File: config.mk
export PLATFORM = sky130hd
export DESIGN_NAME = genome_frame_loader_flat
export DESIGN_NICKNAME = d
export VERILOG_FILES = /design/src/rtl/genome_frame_loader_if.sv /design/src/rtl/genome_frame_loader.sv /design/src/flat_wrapper.sv
export SDC_FILE = /design/constraint.sdc
export NUM_CORES = 2
export LEC_CHECK = 0
export CORE_AREA = 2 2 457 459
export DETAILED_ROUTE_END_ITERATION = 8
export DIE_AREA = 0 0 459 461
export GPL_TIMING_DRIVEN = 0
export RECOVER_POWER = 100
export SLEW_MARGIN = 25
export SYNTH_ARGS = -nofsm -noshare
export SYNTH_HDL_FRONTEND = slang
export SYNTH_SLANG_ARGS = --single-unit
File: constraint.sdc
create_clock -name clk -period 3.3 [get_ports clk]
set_input_delay 0.825 -clock clk [delete_from_list [all_inputs] [get_ports clk]]
set_output_delay 0.825 -clock clk [all_outputs]
set_load 0.03 [all_outputs]
File: src/rtl/genome_frame_loader_if.sv
// rtl/genome_frame_loader_if.sv - serial input and per-slot genome outputs of the frame loader
interface genome_frame_loader_if #(
  parameter int DNA_BYTES = 32,
  parameter int NUM_SLOTS = 4
);
  localparam int SLOT_W = (NUM_SLOTS > 1) ? $clog2(NUM_SLOTS) : 1;

  logic                             uart_rx;
  logic [32*NUM_SLOTS-1:0]          poly_freq_out;
  logic [8*DNA_BYTES*NUM_SLOTS-1:0] dna_storage;
  logic [NUM_SLOTS-1:0]             otp_en;
  logic [NUM_SLOTS-1:0]             slot_valid;
  logic                             loader_busy;
  logic                             load_done;
  logic [SLOT_W-1:0]                load_slot;
  logic                             frame_err;
  logic [2:0]                       err_code;

  // loader side: consumes the serial line, drives the slot bank
  modport master (
    input  uart_rx,
    output poly_freq_out, dna_storage, otp_en, slot_valid,
    output loader_busy, load_done, load_slot, frame_err, err_code
  );

  // host/core side: drives the serial line, reads the slot bank
  modport slave (
    output uart_rx,
    input  poly_freq_out, dna_storage, otp_en, slot_valid,
    input  loader_busy, load_done, load_slot, frame_err, err_code
  );
endinterface

File: src/rtl/genome_frame_loader.sv
// rtl/genome_frame_loader.sv - UART "ATOM" frame parser committing checksummed genomes into slots
module genome_frame_loader #(
  parameter int         CLK_FREQ       = 27000000,
  parameter int         BAUD_RATE      = 115200,
  parameter int         DNA_BYTES      = 32,
  parameter int         NUM_SLOTS      = 4,
  parameter int         TIMEOUT_CYCLES = 270000,
  parameter logic [7:0] VERSION        = 8'h02
) (
  input logic                   clk,
  input logic                   rst_n,
  genome_frame_loader_if.master bus
);
  localparam int CLK_DIV = CLK_FREQ / BAUD_RATE;
  localparam int CW      = $clog2(CLK_DIV + 1);
  localparam int SLOT_W  = (NUM_SLOTS > 1) ? $clog2(NUM_SLOTS) : 1;
  localparam int DW      = 8 * DNA_BYTES;
  localparam int TW      = $clog2(TIMEOUT_CYCLES + 1);
  localparam logic [7:0] CH_A = 8'h41;

  // ---------------- UART receiver ----------------
  typedef enum logic [1:0] {R_IDLE, R_START, R_DATA, R_STOP} rx_state_t;

  rx_state_t     rx_state, rx_nxt;
  logic          rx_meta, rx_sync;
  logic [CW-1:0] rx_cnt;
  logic [2:0]    bit_idx;
  logic [7:0]    rx_shift;
  logic          cnt_clr, sample, tick_nxt, ferr_nxt;
  logic          byte_tick, frame_evt;
  logic          half_done, full_done;

  assign half_done = (rx_cnt == CW'(CLK_DIV / 2 - 1));
  assign full_done = (rx_cnt == CW'(CLK_DIV - 1));

  // two-flop synchroniser; resets to the idle-high line level
  always_ff @(posedge clk or negedge rst_n) begin
    if (!rst_n) begin
      rx_meta <= 1'b1;
      rx_sync <= 1'b1;
    end else begin
      rx_meta <= bus.uart_rx;
      rx_sync <= rx_meta;
    end
  end

  // receiver state register
  always_ff @(posedge clk or negedge rst_n) begin
    if (!rst_n) rx_state <= R_IDLE;
    else        rx_state <= rx_nxt;
  end

  // receiver next state: mid-start check, LSB-first data, stop-bit verdict
  always_comb begin
    rx_nxt   = rx_state;
    cnt_clr  = 1'b0;
    sample   = 1'b0;
    tick_nxt = 1'b0;
    ferr_nxt = 1'b0;
    case (rx_state)
      R_IDLE: begin
        cnt_clr = 1'b1;
        if (!rx_sync) rx_nxt = R_START;
      end
      R_START: begin
        if (half_done) begin
          cnt_clr = 1'b1;
          rx_nxt  = rx_sync ? R_IDLE : R_DATA;
        end
      end
      R_DATA: begin
        if (full_done) begin
          cnt_clr = 1'b1;
          sample  = 1'b1;
          if (bit_idx == 3'd7) rx_nxt = R_STOP;
        end
      end
      default: begin
        if (full_done) begin
          cnt_clr  = 1'b1;
          rx_nxt   = R_IDLE;
          tick_nxt = rx_sync;
          ferr_nxt = !rx_sync;
        end
      end
    endcase
  end

  // receiver datapath: bit timer, shift register, registered byte/framing pulses
  always_ff @(posedge clk or negedge rst_n) begin
    if (!rst_n) begin
      rx_cnt    <= '0;
      bit_idx   <= '0;
      rx_shift  <= '0;
      byte_tick <= 1'b0;
      frame_evt <= 1'b0;
    end else begin
      rx_cnt <= cnt_clr ? '0 : rx_cnt + CW'(1);
      if (rx_state == R_START) bit_idx <= '0;
      else if (sample)         bit_idx <= bit_idx + 3'd1;
      if (sample) rx_shift <= {rx_sync, rx_shift[7:1]};
      byte_tick <= tick_nxt;
      frame_evt <= ferr_nxt;
    end
  end

  // ---------------- frame parser ----------------
  typedef enum logic [2:0] {
    P_IDLE, P_MAGIC, P_VERSION, P_SLOT, P_FREQ, P_POLICY, P_DNA, P_CSUM
  } p_state_t;

  p_state_t              p_state, p_nxt;
  logic [7:0]            idx, idx_nxt, xsum, magic_exp;
  logic                  commit, abort, busy, timed_out, take;
  logic [2:0]            abort_code;
  logic [TW-1:0]         to_cnt;
  logic [SLOT_W-1:0]     slot_sel, load_slot_r;
  logic [31:0]           sh_freq;
  logic                  sh_pol;
  logic [DW-1:0]         sh_dna;
  logic [32*NUM_SLOTS-1:0] freq_r;
  logic [DW*NUM_SLOTS-1:0] dna_r;
  logic [NUM_SLOTS-1:0]  otp_r, valid_r;
  logic                  load_done_r, frame_err_r;
  logic [2:0]            err_code_r;

  assign busy      = (p_state != P_IDLE);
  assign timed_out = busy && (to_cnt == TW'(TIMEOUT_CYCLES));
  assign take      = byte_tick && !timed_out;

  always_comb begin
    case (idx[1:0])
      2'd1:    magic_exp = 8'h54;
      2'd2:    magic_exp = 8'h4F;
      default: magic_exp = 8'h4D;
    endcase
  end

  // inter-byte watchdog: runs only inside a frame, restarted by every byte
  always_ff @(posedge clk or negedge rst_n) begin
    if (!rst_n)                  to_cnt <= '0;
    else if (!busy || byte_tick) to_cnt <= '0;
    else if (!timed_out)         to_cnt <= to_cnt + TW'(1);
  end

  // parser state register
  always_ff @(posedge clk or negedge rst_n) begin
    if (!rst_n) p_state <= P_IDLE;
    else        p_state <= p_nxt;
  end

  // parser next state; timeout beats framing beats normal byte handling
  always_comb begin
    p_nxt      = p_state;
    idx_nxt    = idx;
    commit     = 1'b0;
    abort      = 1'b0;
    abort_code = 3'd0;
    if (timed_out) begin
      abort      = 1'b1;
      abort_code = 3'd5;
      p_nxt      = P_IDLE;
      // a byte landing on the timeout edge is treated as arriving in idle
      if (byte_tick && rx_shift == CH_A) begin
        p_nxt   = P_MAGIC;
        idx_nxt = 8'd1;
      end
    end else if (busy && frame_evt) begin
      abort      = 1'b1;
      abort_code = 3'd4;
      p_nxt      = P_IDLE;
    end else if (byte_tick) begin
      case (p_state)
        P_IDLE: begin
          if (rx_shift == CH_A) begin
            p_nxt   = P_MAGIC;
            idx_nxt = 8'd1;
          end
        end
        P_MAGIC: begin
          if (rx_shift == magic_exp) begin
            if (idx == 8'd3) begin
              p_nxt   = P_VERSION;
              idx_nxt = 8'd0;
            end else begin
              idx_nxt = idx + 8'd1;
            end
          end else if (rx_shift == CH_A) begin
            idx_nxt = 8'd1;
          end else begin
            p_nxt = P_IDLE;
          end
        end
        P_VERSION: begin
          if (rx_shift != VERSION) begin
            abort = 1'b1; abort_code = 3'd1; p_nxt = P_IDLE;
          end else begin
            p_nxt = P_SLOT;
          end
        end
        P_SLOT: begin
          if (int'(rx_shift) >= NUM_SLOTS) begin
            abort = 1'b1; abort_code = 3'd2; p_nxt = P_IDLE;
          end else begin
            p_nxt   = P_FREQ;
            idx_nxt = 8'd0;
          end
        end
        P_FREQ: begin
          if (idx == 8'd3) begin
            p_nxt   = P_POLICY;
            idx_nxt = 8'd0;
          end else begin
            idx_nxt = idx + 8'd1;
          end
        end
        P_POLICY: begin
          p_nxt   = P_DNA;
          idx_nxt = 8'd0;
        end
        P_DNA: begin
          if (idx == 8'(DNA_BYTES - 1)) begin
            p_nxt   = P_CSUM;
            idx_nxt = 8'd0;
          end else begin
            idx_nxt = idx + 8'd1;
          end
        end
        default: begin
          p_nxt = P_IDLE;
          if (rx_shift == xsum) commit = 1'b1;
          else begin
            abort = 1'b1; abort_code = 3'd3;
          end
        end
      endcase
    end
  end

  // parser datapath: checksum, shadow capture, atomic slot commit, status
  always_ff @(posedge clk or negedge rst_n) begin
    if (!rst_n) begin
      idx         <= '0;
      xsum        <= '0;
      slot_sel    <= '0;
      sh_freq     <= '0;
      sh_pol      <= 1'b0;
      sh_dna      <= '0;
      freq_r      <= '0;
      dna_r       <= '0;
      otp_r       <= '0;
      valid_r     <= '0;
      load_slot_r <= '0;
      load_done_r <= 1'b0;
      frame_err_r <= 1'b0;
      err_code_r  <= '0;
    end else begin
      idx <= idx_nxt;
      if (p_nxt == P_VERSION && p_state != P_VERSION)
        xsum <= '0;
      else if (take && p_state inside {P_VERSION, P_SLOT, P_FREQ, P_POLICY, P_DNA})
        xsum <= xsum ^ rx_shift;
      if (take && p_state == P_SLOT) slot_sel <= rx_shift[SLOT_W-1:0];
      if (take && p_state == P_FREQ)
        for (int i = 0; i < 4; i++)
          if (idx[1:0] == 2'(i)) sh_freq[8*i +: 8] <= rx_shift;
      if (take && p_state == P_POLICY) sh_pol <= rx_shift[0];
      if (take && p_state == P_DNA)
        for (int i = 0; i < DNA_BYTES; i++)
          if (idx == 8'(i)) sh_dna[8*i +: 8] <= rx_shift;
      load_done_r <= commit;
      frame_err_r <= abort;
      if (abort) err_code_r <= abort_code;
      if (commit) begin
        for (int s = 0; s < NUM_SLOTS; s++) begin
          if (slot_sel == SLOT_W'(s)) begin
            freq_r[32*s +: 32] <= sh_freq;
            dna_r[DW*s +: DW]  <= sh_dna;
            otp_r[s]           <= sh_pol;
            valid_r[s]         <= 1'b1;
          end
        end
        load_slot_r <= slot_sel;
      end
    end
  end

  assign bus.poly_freq_out = freq_r;
  assign bus.dna_storage   = dna_r;
  assign bus.otp_en        = otp_r;
  assign bus.slot_valid    = valid_r;
  assign bus.loader_busy   = busy;
  assign bus.load_done     = load_done_r;
  assign bus.load_slot     = load_slot_r;
  assign bus.frame_err     = frame_err_r;
  assign bus.err_code      = err_code_r;
endmodule

File: src/flat_wrapper.sv
// flat-port wrapper written by rule: the top's interface ports become plain ports
module genome_frame_loader_flat 
#(
  parameter int         CLK_FREQ       = 27000000,
  parameter int         BAUD_RATE      = 115200,
  parameter int         DNA_BYTES      = 32,
  parameter int         NUM_SLOTS      = 4,
  parameter int         TIMEOUT_CYCLES = 270000,
  parameter logic [7:0] VERSION        = 8'h02
)
  (clk, rst_n, bus_uart_rx, bus_poly_freq_out, bus_dna_storage, bus_otp_en, bus_slot_valid, bus_loader_busy, bus_load_done, bus_load_slot, bus_frame_err, bus_err_code);
  genome_frame_loader_if #(.DNA_BYTES(DNA_BYTES), .NUM_SLOTS(NUM_SLOTS)) bus_i ();
  input logic clk;
  input logic rst_n;
  input wire logic [$bits(bus_i.uart_rx)-1:0] bus_uart_rx;
  output wire logic [$bits(bus_i.poly_freq_out)-1:0] bus_poly_freq_out;
  output wire logic [$bits(bus_i.dna_storage)-1:0] bus_dna_storage;
  output wire logic [$bits(bus_i.otp_en)-1:0] bus_otp_en;
  output wire logic [$bits(bus_i.slot_valid)-1:0] bus_slot_valid;
  output wire logic [$bits(bus_i.loader_busy)-1:0] bus_loader_busy;
  output wire logic [$bits(bus_i.load_done)-1:0] bus_load_done;
  output wire logic [$bits(bus_i.load_slot)-1:0] bus_load_slot;
  output wire logic [$bits(bus_i.frame_err)-1:0] bus_frame_err;
  output wire logic [$bits(bus_i.err_code)-1:0] bus_err_code;
  assign bus_i.uart_rx = bus_uart_rx;
  assign bus_poly_freq_out = bus_i.poly_freq_out;
  assign bus_dna_storage = bus_i.dna_storage;
  assign bus_otp_en = bus_i.otp_en;
  assign bus_slot_valid = bus_i.slot_valid;
  assign bus_loader_busy = bus_i.loader_busy;
  assign bus_load_done = bus_i.load_done;
  assign bus_load_slot = bus_i.load_slot;
  assign bus_frame_err = bus_i.frame_err;
  assign bus_err_code = bus_i.err_code;
  genome_frame_loader #(.CLK_FREQ(CLK_FREQ), .BAUD_RATE(BAUD_RATE), .DNA_BYTES(DNA_BYTES), .NUM_SLOTS(NUM_SLOTS), .TIMEOUT_CYCLES(TIMEOUT_CYCLES), .VERSION(VERSION)) u_core (.clk(clk), .rst_n(rst_n), .bus(bus_i));
endmodule
### Word level (Yosys, flattened, before mapping)

Index checks and enable logic that the tools add are counted.

* add/subtract/negate cells: 4
* $lt $le $gt $ge: 1
* equal/unequal tests: 63
* multiplexer cells: 65
* bitwise logic cells: 1
* reductions and logical operators: 71

Operators with widths (number)
* $eq 8x5->1 const B: 16
* $mux 8: 12
* $reduce_and 2->1: 40
* $eq 8x4->1 const B: 8
* $pmux 8 s6: 1
* $mux 3: 15
* $mux 19: 2
* $eq 8x3->1 const B: 4
* $pmux 3 s7: 1
* $mux 1: 20
* $add 19x1->19 const B: 1
* $eq 19x19->1 const B: 1
* $mux 2: 9
* $add 8x1->8 const B: 2
* $eq 8x2->1 const B: 2
* $eq 8x7->1 const B: 2
* $eq 3x3->1 const B: 4
* $eq 2x2->1 const B: 5
* $logic_and 1x1->1: 10
* $pmux 5 s2: 1
* $reduce_and 5->1: 2
* $eq 3x2->1 const B: 3
* $pmux 3 s3: 1
* $eq 8x1->1 const B: 1
* 27 further kinds: 42

* bits in registers: 1521
* bits of input ports: 3
* word-level logic and storage cells: 275

### Longest topological paths before layout

* depth in word-level cells: 11
* depth in mapped cells: 11
* mapped depth without buffers: 8

### Worst setup path after synthesis

No wires, ideal clock.

* kind: reg2reg
* start point: register u_core.p_state[0]
* end point: register u_core.dna_r[1010], in the netlist u_core.bus.dna_storage[1010]
* arrival time: 2318 ps
* required time: 3172 ps
* slack: 855 ps
* cell stages (with the launch flop): 12
* buffers on the path: 4
* path through: dfrtp_1 > buf_6 > nor3_4 > inv_2 > nand3_2 > o21ai_2 > nor3_4 > and3_4 > buf_6 > buf_6 > buf_6 > mux2_1

RTL lines
* from (decl): RTL line genome_frame_loader.sv:112 `p_state_t p_state, p_nxt;`
* from (signal assigned): RTL line genome_frame_loader.sv:149 `else p_state <= p_nxt;`
* $reduce_bool 3->1 (*): RTL line genome_frame_loader.sv:127 `assign busy = (p_state != P_IDLE);`
* named net bus_loader_busy: RTL line flat_wrapper.sv:20 `output wire logic [$bits(bus_i.loader_busy)-1:0] bus_loader_busy;`
* $logic_and 1x1->1: RTL line genome_frame_loader.sv:168 `end else if (busy && frame_evt) begin`
* $mux 1: RTL line genome_frame_loader.sv:168
* $mux 1 (*): RTL line genome_frame_loader.sv:159 `if (timed_out) begin`
* named net u_core.commit: RTL line genome_frame_loader.sv:114 `logic commit, abort, busy, timed_out, take;`
* $reduce_and 2->1 (no source line) (*)
* to (signal, indexed assignment): RTL line genome_frame_loader.sv:278 `dna_r[DW*s +: DW] <= sh_dna;`
* to (decl): RTL line genome_frame_loader.sv:122 `logic [DW*NUM_SLOTS-1:0] dna_r;`

Mark *: on every way through the listed nets, which the timed path passes. The rest lies on a longest branch.
A chain may end at the register's enable or synchronous reset.

### Worst setup path after layout

* start point: register u_core.rx_shift[2]
* end point: register u_core.dna_r[1010], in the netlist u_core.bus.dna_storage[1010]

* longest elaborated chain between the ends: 7

Ends and longest elaborated chain
* from (decl): RTL line genome_frame_loader.sv:28 `logic [7:0] rx_shift;`
* from (signal assigned): RTL line genome_frame_loader.sv:101 `if (sample) rx_shift <= {rx_sync, rx_shift[7:1]};`
* $eq 8x8->1: RTL line genome_frame_loader.sv:231 `if (rx_shift == xsum) commit = 1'b1;`
* $mux 1: RTL line genome_frame_loader.sv:231
* $mux 1: RTL line genome_frame_loader.sv:173 `case (p_state)`
* $mux 1: RTL line genome_frame_loader.sv:172 `end else if (byte_tick) begin`
* $mux 1: RTL line genome_frame_loader.sv:168
* $mux 1: RTL line genome_frame_loader.sv:159
* named net u_core.commit: RTL line genome_frame_loader.sv:114
* $reduce_and 2->1 (no source line)

The timed path passes the listed nets, and every way through them passes these cells.

==> impl_metrics.tcl <==
set metrics [dict create \
    die_height_um 461 \
    cp-endpoint "u_core.bus.dna_storage[1010]$_DFFE_PN0P_" \
    worstSetupStartpoint "u_core.rx_shift[2]$_DFFE_PN0P_" \
    core_area_um2 206400 \
    max_freq_ghz 0.3123 \
    drv_slew 551 \
    synth_fp_nets 3573 \
    h-tree-depth 4 \
    tightest_slew_ns 2.685 \
    whs_ns 0.07268 \
    grt_antenna_before_repair 17 \
    rsz0062_at_grt "true" \
    drc 0 \
    pin_count 1171 \
    cts_buffers 168 \
    grt_max_degree 136 \
    critPathMostFrequentCell "buf_8" \
    via_count 36120 \
    final_common_cell "dfrtp_1" \
    post_drt_wl_per_cell_um 27.59 \
    cpPeakStageDelay_ns 0.51 \
    cp-start-kind "flip-flop" \
    synth-edff-count 0 \
    status "complete, but fails checks" \
    wirelength_um 214200 \
    cp.arrival_ns 3.90 \
    ys.flop_type "dfrtp_1" \
    pwr_density_cell_nw_per_um2 479.4 \
    fin_crit_sh_pct 97.02 \
    synth_cells 3559 \
    ys_types 71 \
    rr_worst_depth 9 \
    die_x_um 459 \
    synth_async_sr_flop_share_pct 100.0 \
    skew_ns 0.04280 \
    hold_viol 0 \
    crit_chain "xor2_1, nor3_1, nand3_1, nor3_4, and3_1, buf_8, buf_8, buf_6, mux2_1" \
    gp_congestion 0.8550 \
    cts_sinks 1521 \
    place_hpwl_um 159600 \
    cts_root_buffer "clkbuf_16" \
    synth_area_um2 59130 \
    rows 167 \
    start_util_pct 28.64 \
    synth_seq_cells 1521 \
    dpl_worst_slack_ns -0.7881 \
    setup_viol 0 \
    overflow 0 \
    viasPerCell 4.653 \
    layout-drive-gt1-share_pct 34.61 \
    r2r-end "u_core.bus.dna_storage[1010]$_DFFE_PN0P_" \
    area_delta_synth_final_pct 35.55 \
    ant_nets 0 \
    ff2ff_setup_slack_ns 0.1 \
    clock_latency_ns 0.82 \
    crit_type "flip-flop to flip-flop" \
    hp-class "primary input to async pin" \
    power.leakage_nw 43.06 \
    layout_common_cells "dfrtp_1, dlygate4sd3_1, mux2_2" \
    ys_seq_area_share_pct 64.37 \
    final_util_pct 38.83 \
    grt_pass1_wl_um 300100 \
    finalWorstSetupSlack_ns 0.09840 \
    r2r_start "u_core.rx_shift[2]$_DFFE_PN0P_" \
    failed_checks "max-capacitance violations, max-slew violations" \
    clk_pin_slew_ns 0.06 \
    period_needed_ns 3.202 \
    fin_nets 4931 \
    path_max_fanout 10 \
    required_ns 4.00 \
    die_area_um2 211600 \
    cts_tree "built" \
    cp-end-kind "flip-flop" \
    max-slew-margin-rel_pct -79.01 \
    slowest_stage "dfrtp_1" \
    dr.first_iter.drc_count 1951 \
    first_global_vias 37620 \
    portBuffers 1170 \
    peakVddDrop_mv 0.4900 \
    ys_warn_count 0 \
    drtPass1Iterations 5 \
    grtUsageTotal_pct 19.81 \
    drv_cap 5 \
    syn_avg_cell_area_um2 16.61 \
    clk_path_buf_depth 3 \
    setup_tns_ns 0 \
]
-- worst min path at each step --
| stage | startpoint | to | slack, ns | cells after the start |
|---|---|---|---|---|
| after floorplan | u_core.rx_meta$_DFF_PN1_ | u_core.rx_sync$_DFF_PN1_ | 0.35 | 0 |
| after global placement | u_core.rx_meta$_DFF_PN1_ | u_core.rx_sync$_DFF_PN1_ | 0.35 | 0 |
| after detailed placement | u_core.rx_meta$_DFF_PN1_ | u_core.rx_sync$_DFF_PN1_ | 0.35 | 0 |
| after CTS | rst_n | u_core.bus.dna_storage[769]$_DFFE_PN0P_ | 0.05 | 2 |
| after global routing | rst_n | u_core.bus.poly_freq_out[49]$_DFFE_PN0P_ | 0.08 | 2 |
| final | rst_n | u_core.bus.poly_freq_out[49]$_DFFE_PN0P_ | 0.07 | 2 |
-- registers in the layout (all words and copies together), names as in the netlist, 8 cells and up --
name	flops
u_core.bus.dna_storage	1024
u_core.sh_dna	256
u_core.bus.poly_freq_out	128
u_core.sh_freq	32
u_core.to_cnt	19
u_core.idx	8
u_core.rx_cnt	8
u_core.rx_shift	8
u_core.xsum	8
-- per-layer routing --
metal | track usage, % | vias up | share of wire (%)
met2 | 32.54 | 1187 | 48
met5 | 0 | - | 0.0061
met3 | 6.519 | 281 | 7.8
met1 | 24.76 | 19250 | 42
li1 | - | 15400 | -
met4 | 5.744 | 2 | 2.8
-- worst max-delay path, delay by kind of cell, from the launching register on --
family        cells  cell delay [ns]
simple gates      4             1.16
buf+inv           3             0.77
flops             1             0.51
mux               1             0.35
xor+xnor          1             0.22
-- through the flow --
step | area (um^2) | instances | total power (W)
5_1_grt | 80130 | 7757 | 0.03976
3_3_place_gp | 74230 | 7433 | 0.01927
6_report | 80150 | 7764 | 0.03842
4_1_cts | 80490 | 7754 | 0.03894
2_1_floorplan | 59130 | 3559 | 0.01900
3_5_place_dp | 74680 | 7449 | 0.01944
-- synthesized netlist by cell type (4+ instances only) --
cell      count  area (um^2)
and2_1        7        43.79
o21ai_0      14        70.07
mux2_1      134         1509
dfrtp_1    1519        38010
xnor2_1       7        61.31
nor3_4        4        65.06
o211a_1       4        40.04
ha_1         11        137.6
inv_1        14        52.55
nor2b_1      10        62.56
nor2_2       17        106.4
nand2_1      48        180.2
xor2_1       33        289.0
and3_1        7        43.79
buf_4        10        75.07
nor3_1       13        65.06
nor2_1       47        176.4
nand2b_1      6        37.54
nor3_2        7        70.07
mux2_2     1061        11950
or3_1         5        31.28
buf_6        46        518.0
a21oi_1      22        110.1
nand3_1      44        220.2
buf_2        75        375.4
nand4_1      10        62.56
mux2_4      262         3934
clkbuf_1     53        198.9
-- cells by family after synthesis --
| group | count (synthesis) | share of synthesized area (%) |
|---|---|---|
| AO/OA/AOI/OAI | 79 | 0.9522 |
| adder cells (fa/ha/maj) | 11 | 0.2328 |
| buffers and inverters | 200 | 2.076 |
| AND/OR/NAND/NOR | 251 | 2.366 |
| XOR/XNOR | 40 | 0.5925 |
| flip-flops | 1521 | 64.37 |
| multiplexers | 1457 | 29.41 |
-- layout make-up --
cell class | instances | area [um^2]
Clock inverter | 62 | 843.3
Clock buffer | 242 | 4903
Tap cell | 2704 | 3383
Inverter | 16 | 60.06
Fill cell | 19470 | 126300
Buffer | 183 | 1187
Sequential cell | 1521 | 38060
Antenna cell | 9 | 22.52
Timing Repair Buffer | 1189 | 12040
Multi-Input combinational cell | 1838 | 19650
-- power by group --
group          internal (W)  leakage, nW  switching [W]
Combinational     0.0000325         19.0       0.000370
Clock                0.0113         2.82        0.00809
Sequential           0.0187         21.2     0.00000121
-- repair_timing --
action,in CTS,in global routing
gates resized for setup,10,8
pin swaps,0,1
setup buffers,0,1
hold endpoints to repair,101,0
gates cloned,0,0
hold buffers,2,0
setup endpoints to repair,456,287
Power figures use the tool's default switching activity.
